$ cat config.mk
export PLATFORM = sky130hd
export DESIGN_NAME = mips_exec_ctrl
export DESIGN_NICKNAME = d
export VERILOG_FILES = /design/src/rtl/mips_exec_pkg.sv /design/src/rtl/mips_exec_ctrl_alu.sv /design/src/rtl/mips_exec_ctrl.sv
export SDC_FILE = /design/constraint.sdc
export NUM_CORES = 1
export LEC_CHECK = 0
export BUFFER_PORTS_ARGS = -buffer_cell sky130_fd_sc_hd__buf_2
export CAP_MARGIN = 25
export CORE_MARGIN = 8
export CORE_UTILIZATION = 56
export CTS_CLUSTER_DIAMETER = 120
export CTS_CLUSTER_SIZE = 12
export DETAILED_ROUTE_END_ITERATION = 8
export PLACE_DENSITY_LB_ADDON = 0.05
export SYNTH_ARGS = -nofsm -noshare
export SYNTH_HDL_FRONTEND = slang
export SYNTH_HIERARCHICAL = 1
export SYNTH_SLANG_ARGS = --single-unit
$ cat constraint.sdc
create_clock -name clock -period 3.6 [get_ports clock]
set_input_delay 0.36 -clock clock [delete_from_list [all_inputs] [get_ports clock]]
set_output_delay 0.36 -clock clock [all_outputs]
set_load 0.01 [all_outputs]
$ cat src/rtl/mips_exec_pkg.sv
// Shared constants for the MIPS EX-stage slice: opcodes, funct codes,
// ALU operation encodings and control-word bit positions.
package mips_exec_pkg;

  typedef logic [3:0] alu_op_t;
  typedef logic [8:0] ctrl_word_t;

  // Opcodes, instruction bits [31:26]
  localparam logic [5:0] OP_RTYPE = 6'b000000;
  localparam logic [5:0] OP_LW    = 6'b100011;
  localparam logic [5:0] OP_SW    = 6'b101011;
  localparam logic [5:0] OP_BEQ   = 6'b000100;
  localparam logic [5:0] OP_BNE   = 6'b000101;
  localparam logic [5:0] OP_ADDI  = 6'b001000;
  localparam logic [5:0] OP_SUBI  = 6'b001001;
  localparam logic [5:0] OP_ANDI  = 6'b001100;
  localparam logic [5:0] OP_ORI   = 6'b001101;
  localparam logic [5:0] OP_IN    = 6'b111100;
  localparam logic [5:0] OP_OUT   = 6'b111101;

  // Funct codes, instruction bits [5:0]
  localparam logic [5:0] FN_ADD = 6'b100000;
  localparam logic [5:0] FN_SUB = 6'b100010;
  localparam logic [5:0] FN_AND = 6'b100100;
  localparam logic [5:0] FN_OR  = 6'b100101;
  localparam logic [5:0] FN_XOR = 6'b100110;
  localparam logic [5:0] FN_NOR = 6'b100111;
  localparam logic [5:0] FN_SLT = 6'b101010;

  // ALU operation encodings
  localparam alu_op_t ALU_AND = 4'b0000;
  localparam alu_op_t ALU_OR  = 4'b0001;
  localparam alu_op_t ALU_ADD = 4'b0010;
  localparam alu_op_t ALU_XOR = 4'b0011;
  localparam alu_op_t ALU_SUB = 4'b0110;
  localparam alu_op_t ALU_SLT = 4'b0111;
  localparam alu_op_t ALU_NOR = 4'b1100;

  // Control-word bit positions
  localparam int CTRL_MEMTOREG = 8;
  localparam int CTRL_REGWRITE = 7;
  localparam int CTRL_BRANCH   = 6;
  localparam int CTRL_MEMREAD  = 5;
  localparam int CTRL_MEMWRITE = 4;
  localparam int CTRL_REGDST   = 3;
  localparam int CTRL_ALUSRC   = 2;
  localparam int CTRL_ALUOP_HI = 1;
  localparam int CTRL_ALUOP_LO = 0;

  // Assemble a control word from its named fields
  function automatic ctrl_word_t make_ctrl(
    input logic       memtoreg,
    input logic       regwrite,
    input logic       branch,
    input logic       memread,
    input logic       memwrite,
    input logic       regdst,
    input logic       alusrc,
    input logic [1:0] aluop
  );
    ctrl_word_t w;
    w = '0;
    w[CTRL_MEMTOREG] = memtoreg;
    w[CTRL_REGWRITE] = regwrite;
    w[CTRL_BRANCH]   = branch;
    w[CTRL_MEMREAD]  = memread;
    w[CTRL_MEMWRITE] = memwrite;
    w[CTRL_REGDST]   = regdst;
    w[CTRL_ALUSRC]   = alusrc;
    w[CTRL_ALUOP_HI:CTRL_ALUOP_LO] = aluop;
    return w;
  endfunction

  localparam ctrl_word_t CTRL_RTYPE = make_ctrl(1'b0, 1'b1, 1'b0, 1'b0, 1'b0, 1'b1, 1'b0, 2'b10);
  localparam ctrl_word_t CTRL_LOAD  = make_ctrl(1'b1, 1'b1, 1'b0, 1'b1, 1'b0, 1'b0, 1'b1, 2'b00);
  localparam ctrl_word_t CTRL_STORE = make_ctrl(1'b0, 1'b0, 1'b0, 1'b0, 1'b1, 1'b0, 1'b1, 2'b00);
  localparam ctrl_word_t CTRL_BRNCH = make_ctrl(1'b0, 1'b0, 1'b1, 1'b0, 1'b0, 1'b0, 1'b0, 2'b01);
  localparam ctrl_word_t CTRL_IMM   = make_ctrl(1'b0, 1'b1, 1'b0, 1'b0, 1'b0, 1'b0, 1'b1, 2'b11);

endpackage

$ cat src/rtl/mips_exec_ctrl_alu.sv
// Purely combinational 32-bit (DATA_W) ALU core. Add/sub wrap modulo
// 2^DATA_W; SLT is a signed compare; undefined operations return zero.
module mips_alu_core
  import mips_exec_pkg::*;
#(
  parameter int DATA_W = 32
) (
  input  alu_op_t           alu_con,
  input  logic [DATA_W-1:0] src_a,
  input  logic [DATA_W-1:0] src_b,
  output logic [DATA_W-1:0] result
);

  logic signed [DATA_W-1:0] a_s;
  logic signed [DATA_W-1:0] b_s;

  assign a_s = signed'(src_a);
  assign b_s = signed'(src_b);

  // Select the operation result; unknown encodings give zero
  always_comb begin
    result = '0;
    case (alu_con)
      ALU_AND: result = src_a & src_b;
      ALU_OR:  result = src_a | src_b;
      ALU_ADD: result = src_a + src_b;
      ALU_XOR: result = src_a ^ src_b;
      ALU_SUB: result = src_a - src_b;
      ALU_SLT: result = {{(DATA_W-1){1'b0}}, (a_s < b_s)};
      ALU_NOR: result = ~(src_a | src_b);
      default: result = '0;
    endcase
  end

endmodule

$ cat src/rtl/mips_exec_ctrl.sv
// MIPS decode/execute slice: main control decoder, ALU control decoder,
// combinational ALU and a registered ALU result for the EX/MEM boundary.
// Optional build macro MIPS_EXEC_FLAGS_EN adds zero/ovf flags and their
// registered copies zero_q/ovf_q.
module mips_exec_ctrl
  import mips_exec_pkg::*;
#(
  parameter int DATA_W = 32
) (
  input  logic              clock,
  input  logic              reset_n,
  input  logic [5:0]        opcode,
  input  logic [5:0]        funct,
  input  logic [1:0]        aluop_in,
  input  logic [DATA_W-1:0] src_a,
  input  logic [DATA_W-1:0] src_b,
  output logic [8:0]        ctrl,
  output logic              brne,
  output logic              breq,
  output logic              andi,
  output logic              ori,
  output logic              addi,
  output logic              subi,
  output logic              in_out,
  output logic [3:0]        alu_con,
  output logic [DATA_W-1:0] alu_out,
`ifdef MIPS_EXEC_FLAGS_EN
  output logic              zero,
  output logic              ovf,
  output logic              zero_q,
  output logic              ovf_q,
`endif
  output logic [DATA_W-1:0] alu_q
);

  logic [DATA_W-1:0] alu_p1;

  // Main decoder: opcode to control word and instruction-class flag
  always_comb begin
    ctrl   = '0;
    brne   = 1'b0;
    breq   = 1'b0;
    andi   = 1'b0;
    ori    = 1'b0;
    addi   = 1'b0;
    subi   = 1'b0;
    in_out = 1'b0;
    case (opcode)
      OP_RTYPE: ctrl = CTRL_RTYPE;
      OP_LW:    ctrl = CTRL_LOAD;
      OP_SW:    ctrl = CTRL_STORE;
      OP_BEQ:   begin ctrl = CTRL_BRNCH; breq = 1'b1; end
      OP_BNE:   begin ctrl = CTRL_BRNCH; brne = 1'b1; end
      OP_ADDI:  begin ctrl = CTRL_IMM;   addi = 1'b1; end
      OP_SUBI:  begin ctrl = CTRL_IMM;   subi = 1'b1; end
      OP_ANDI:  begin ctrl = CTRL_IMM;   andi = 1'b1; end
      OP_ORI:   begin ctrl = CTRL_IMM;   ori  = 1'b1; end
      OP_IN:    begin ctrl = CTRL_LOAD;  in_out = 1'b1; end
      OP_OUT:   begin ctrl = CTRL_STORE; in_out = 1'b1; end
      default:  ctrl = '0;
    endcase
  end

  // ALU control: ALUOp selects fixed add/sub, funct decode or immediate class
  always_comb begin
    alu_con = ALU_ADD;
    case (aluop_in)
      2'b00: alu_con = ALU_ADD;
      2'b01: alu_con = ALU_SUB;
      2'b10: begin
        case (funct)
          FN_ADD:  alu_con = ALU_ADD;
          FN_SUB:  alu_con = ALU_SUB;
          FN_AND:  alu_con = ALU_AND;
          FN_OR:   alu_con = ALU_OR;
          FN_XOR:  alu_con = ALU_XOR;
          FN_NOR:  alu_con = ALU_NOR;
          FN_SLT:  alu_con = ALU_SLT;
          default: alu_con = ALU_ADD;
        endcase
      end
      default: begin
        if (andi)      alu_con = ALU_AND;
        else if (ori)  alu_con = ALU_OR;
        else if (addi) alu_con = ALU_ADD;
        else if (subi) alu_con = ALU_SUB;
        else           alu_con = ALU_ADD;
      end
    endcase
  end

  mips_alu_core #(
    .DATA_W (DATA_W)
  ) u_alu (
    .alu_con (alu_con),
    .src_a   (src_a),
    .src_b   (src_b),
    .result  (alu_out)
  );

  // ---- EX/MEM boundary (p1) ----
  // Register the ALU result; reset clears it immediately
  always_ff @(posedge clock or negedge reset_n) begin
    if (!reset_n) alu_p1 <= '0;
    else          alu_p1 <= alu_out;
  end

  assign alu_q = alu_p1;

`ifdef MIPS_EXEC_FLAGS_EN
  logic zero_p1;
  logic ovf_p1;

  // Signed overflow: operands agree in sign (add) or differ (sub) and the
  // result sign departs from operand A
  always_comb begin
    zero = (alu_out == '0);
    ovf  = 1'b0;
    if (alu_con == ALU_ADD)
      ovf = (src_a[DATA_W-1] == src_b[DATA_W-1]) && (alu_out[DATA_W-1] != src_a[DATA_W-1]);
    else if (alu_con == ALU_SUB)
      ovf = (src_a[DATA_W-1] != src_b[DATA_W-1]) && (alu_out[DATA_W-1] != src_a[DATA_W-1]);
  end

  // Register the flags alongside the ALU result
  always_ff @(posedge clock or negedge reset_n) begin
    if (!reset_n) begin
      zero_p1 <= 1'b0;
      ovf_p1  <= 1'b0;
    end else begin
      zero_p1 <= zero;
      ovf_p1  <= ovf;
    end
  end

  assign zero_q = zero_p1;
  assign ovf_q  = ovf_p1;
`endif

endmodule

==> flow_summary.ini <==
[routing]
vias_per_cell = 6.17
drtIter0Drc = 696
ant_nets = 0
vias = 7462
drt_drc_violations_left = 0
drt-pass1-iter-count = 6
routed_wl_um = 21600
wl_per_cell_um = 17.8

[critical_path]
criticalPathCategory = in -> out
cp_slowest_cell = ha_1
crit_family = compound AO/OA/AOI/OAI gates
end_kind = output pin
required_ns = 3.24
crit_buf_inv = 4
path_max_fanout = 6
slowest_delay_ns = 0.30
start_kind = input port
worstPathArrival_ns = 3.09
worstPathCellList = buf_2, inv_1, ha_1, buf_4, a21o_1, a21oi_1, nand4_1, a31oi_1, nand3b_1, a31oi_1, o32ai_2, mux2i_1, o211ai_1, buf_2

[global_route]
grt_pass1_wl_um = 34800
grt_pass1_vias = 6991
overflow = 0
grtUsageTotal_pct = 28.2
grt_max_degree = 41
antenna_found_initial = 0

[cts]
cts-root-buf = clkbuf_16
cts-htree-levels = 2
path_clk_slew_ns = 0.05
cts_max_path_buffers = 2
cts_tree = built
cts.sinks = 32
cts_made_buffers = 5

[synth]
synth.avg_cell_area_um2 = 7.15
syn_inst = 888
ys_types = 76
ys_seq_area_share_pct = 12.6
synth_edf_count = 0
synth-warning-count = 6
synthFlopType = dfrtp_1
synth-seq-cells = 32
synth_area_um2 = 6340
synth-async-reset-ratio_pct = 100
syn_nets = 1071

[final_layout]
syn_to_final_growth_pct = 24.4
largest_reg_flops = 32
layout_commonest_cell = buf_2
diodes = 0
final_cell_mix = buf_2, ha_1, inv_1
nets = 1250
drive_above_1_share_pct = 26.0

[place]
finalWeightedCongestion = 0.926
dp.final_hpwl_um = 17100
portBuffers = 163

[floorplanning]
coreArea_um2 = 11200
ios = 164
die_y_um = 122
chipWidth_um = 122
rows = 39
die-area_um2 = 15000
start_util_pct = 56.5

[job]
max_cap_viol_count = 0

[power_and_ir_drop]
p_leak_nw = 4.01
p_per_area_nw_per_um2 = 269
peakVddDrop_uv = 192
total_power_w = 0.00212

[timing]
fin_crit_sh_pct = 95.8
drv_slew = 0
hold_viol = 0
rsz0062_at_grt = false
tightest_slew_ns = 0.965
final.setup.tns_ns = 0
relSlewSlack_pct = 35.5
period_minus_slack_ns = 3.45
max_freq_mhz = 290
finalSetupViolCount = 0

[hold_path]
min_path_type = in -> async

[status]
status = completed
==> stage by stage <==
stage	util, %	cell area, um^2	setup slack, ns	instances	hold slack, ns
2_1_floorplan	-	6340	0.229	888	0.0644
3_3_place_gp	67.6	7580	0.0112	1201	0.491
3_5_place_dp	67.6	7580	-0.0101	1201	0.503
4_1_cts	68.9	7730	0.0269	1208	0.188
5_1_grt	70.3	7900	0.0110	1210	0.240
6_report	70.3	7900	0.151	1210	0.161
==> Yosys cell counts (3+ instances only) <==
library cell	n	share of area, %
a221oi_1	24	3.3
ha_1	101	20
o22ai_1	3	0.30
o21bai_1	15	1.8
o21ai_1	8	0.63
o21a_1	4	0.47
a31o_2	4	0.55
and3_1	5	0.49
nor3b_1	4	0.47
or2_2	6	0.59
buf_1	5	0.30
xnor2_1	9	1.2
nand2b_1	11	1.1
nand2_1	47	2.8
nor2b_1	12	1.2
o31ai_1	9	1.1
buf_2	10	0.79
a21o_1	17	2.0
mux2i_1	4	0.63
and2_1	8	0.79
inv_1	100	5.9
nor3_1	29	2.3
nand3_1	16	1.3
a221o_1	10	1.6
a21oi_1	75	5.9
nor2_1	93	5.5
nor4_1	7	0.69
o32ai_1	3	0.41
a211oi_1	19	2.2
o21ai_0	50	3.9
o2111ai_1	3	0.41
a31oi_1	23	2.3
dfrtp_1	32	13
or3_1	3	0.30
o32a_1	5	0.79
nand3b_1	6	0.71
clkbuf_1	36	2.1
xor2_1	7	0.97
o211ai_1	12	1.4
o311ai_1	3	0.41
nand4_1	4	0.39
==> layer usage <==
layer / track usage [%] / part of all wire (%)
met5: 0 / 0
met4: 8.99 / 2.2
met3: 3.68 / 7.6
met2: 48.4 / 48
met1: 35.9 / 42
==> area by class of cell <==
cell class	count	area (um^2)
clock inverters	2	12.5
well taps	143	179
flip-flops and latches	32	801
fillers	1064	3330
multi-input cells	702	5110
clock buffers	5	125
repair buffers	226	1290
inverters	100	375
==> logic make-up (layout without fill, tap and decap cells) <==
| logic type | after synthesis | count (layout) | share of synthesized area (%) |
|---|---|---|---|
| compound gates | 317 | 317 | 34.3 |
| xor+xnor | 16 | 16 | 2.21 |
| fa+ha+maj | 103 | 103 | 20.5 |
| buf+inv | 154 | 333 | 9.54 |
| flops | 32 | 32 | 12.6 |
| mux | 4 | 4 | 0.631 |
| simple gates | 262 | 262 | 20.2 |
==> path summary, 6_finish.rpt <==
check / startpoint / end / cells after the start / slack, ns
worst max-delay path: src_a[3] / alu_out[31] / 14 / 0.15
worst min-delay path: reset_n / alu_q[1]$_DFF_PN0_ / 1 / 0.16
max in group asynchronous: reset_n / alu_q[22]$_DFF_PN0_ / 1 / 2.94
min in group clock: src_b[4] / alu_q[4]$_DFF_PN0_ / 4 / 0.58
==> where the power goes <==
part / switching, W / internal (W) / total, W
logic: 0.000736 / 0.000516 / 0.00125
clock network: 0.000174 / 0.000251 / 0.000425
registers: 0.0000155 / 0.000431 / 0.000447
==> repair_timing <==
item                                    CTS  global route
endpoints found under the setup margin    3            18
buffers inserted                          0             2
pin swaps                                 0            10
hold buffers                              0             0
gates resized for setup                   1            30
No activity file was read; power rests on OpenSTA's default activity.
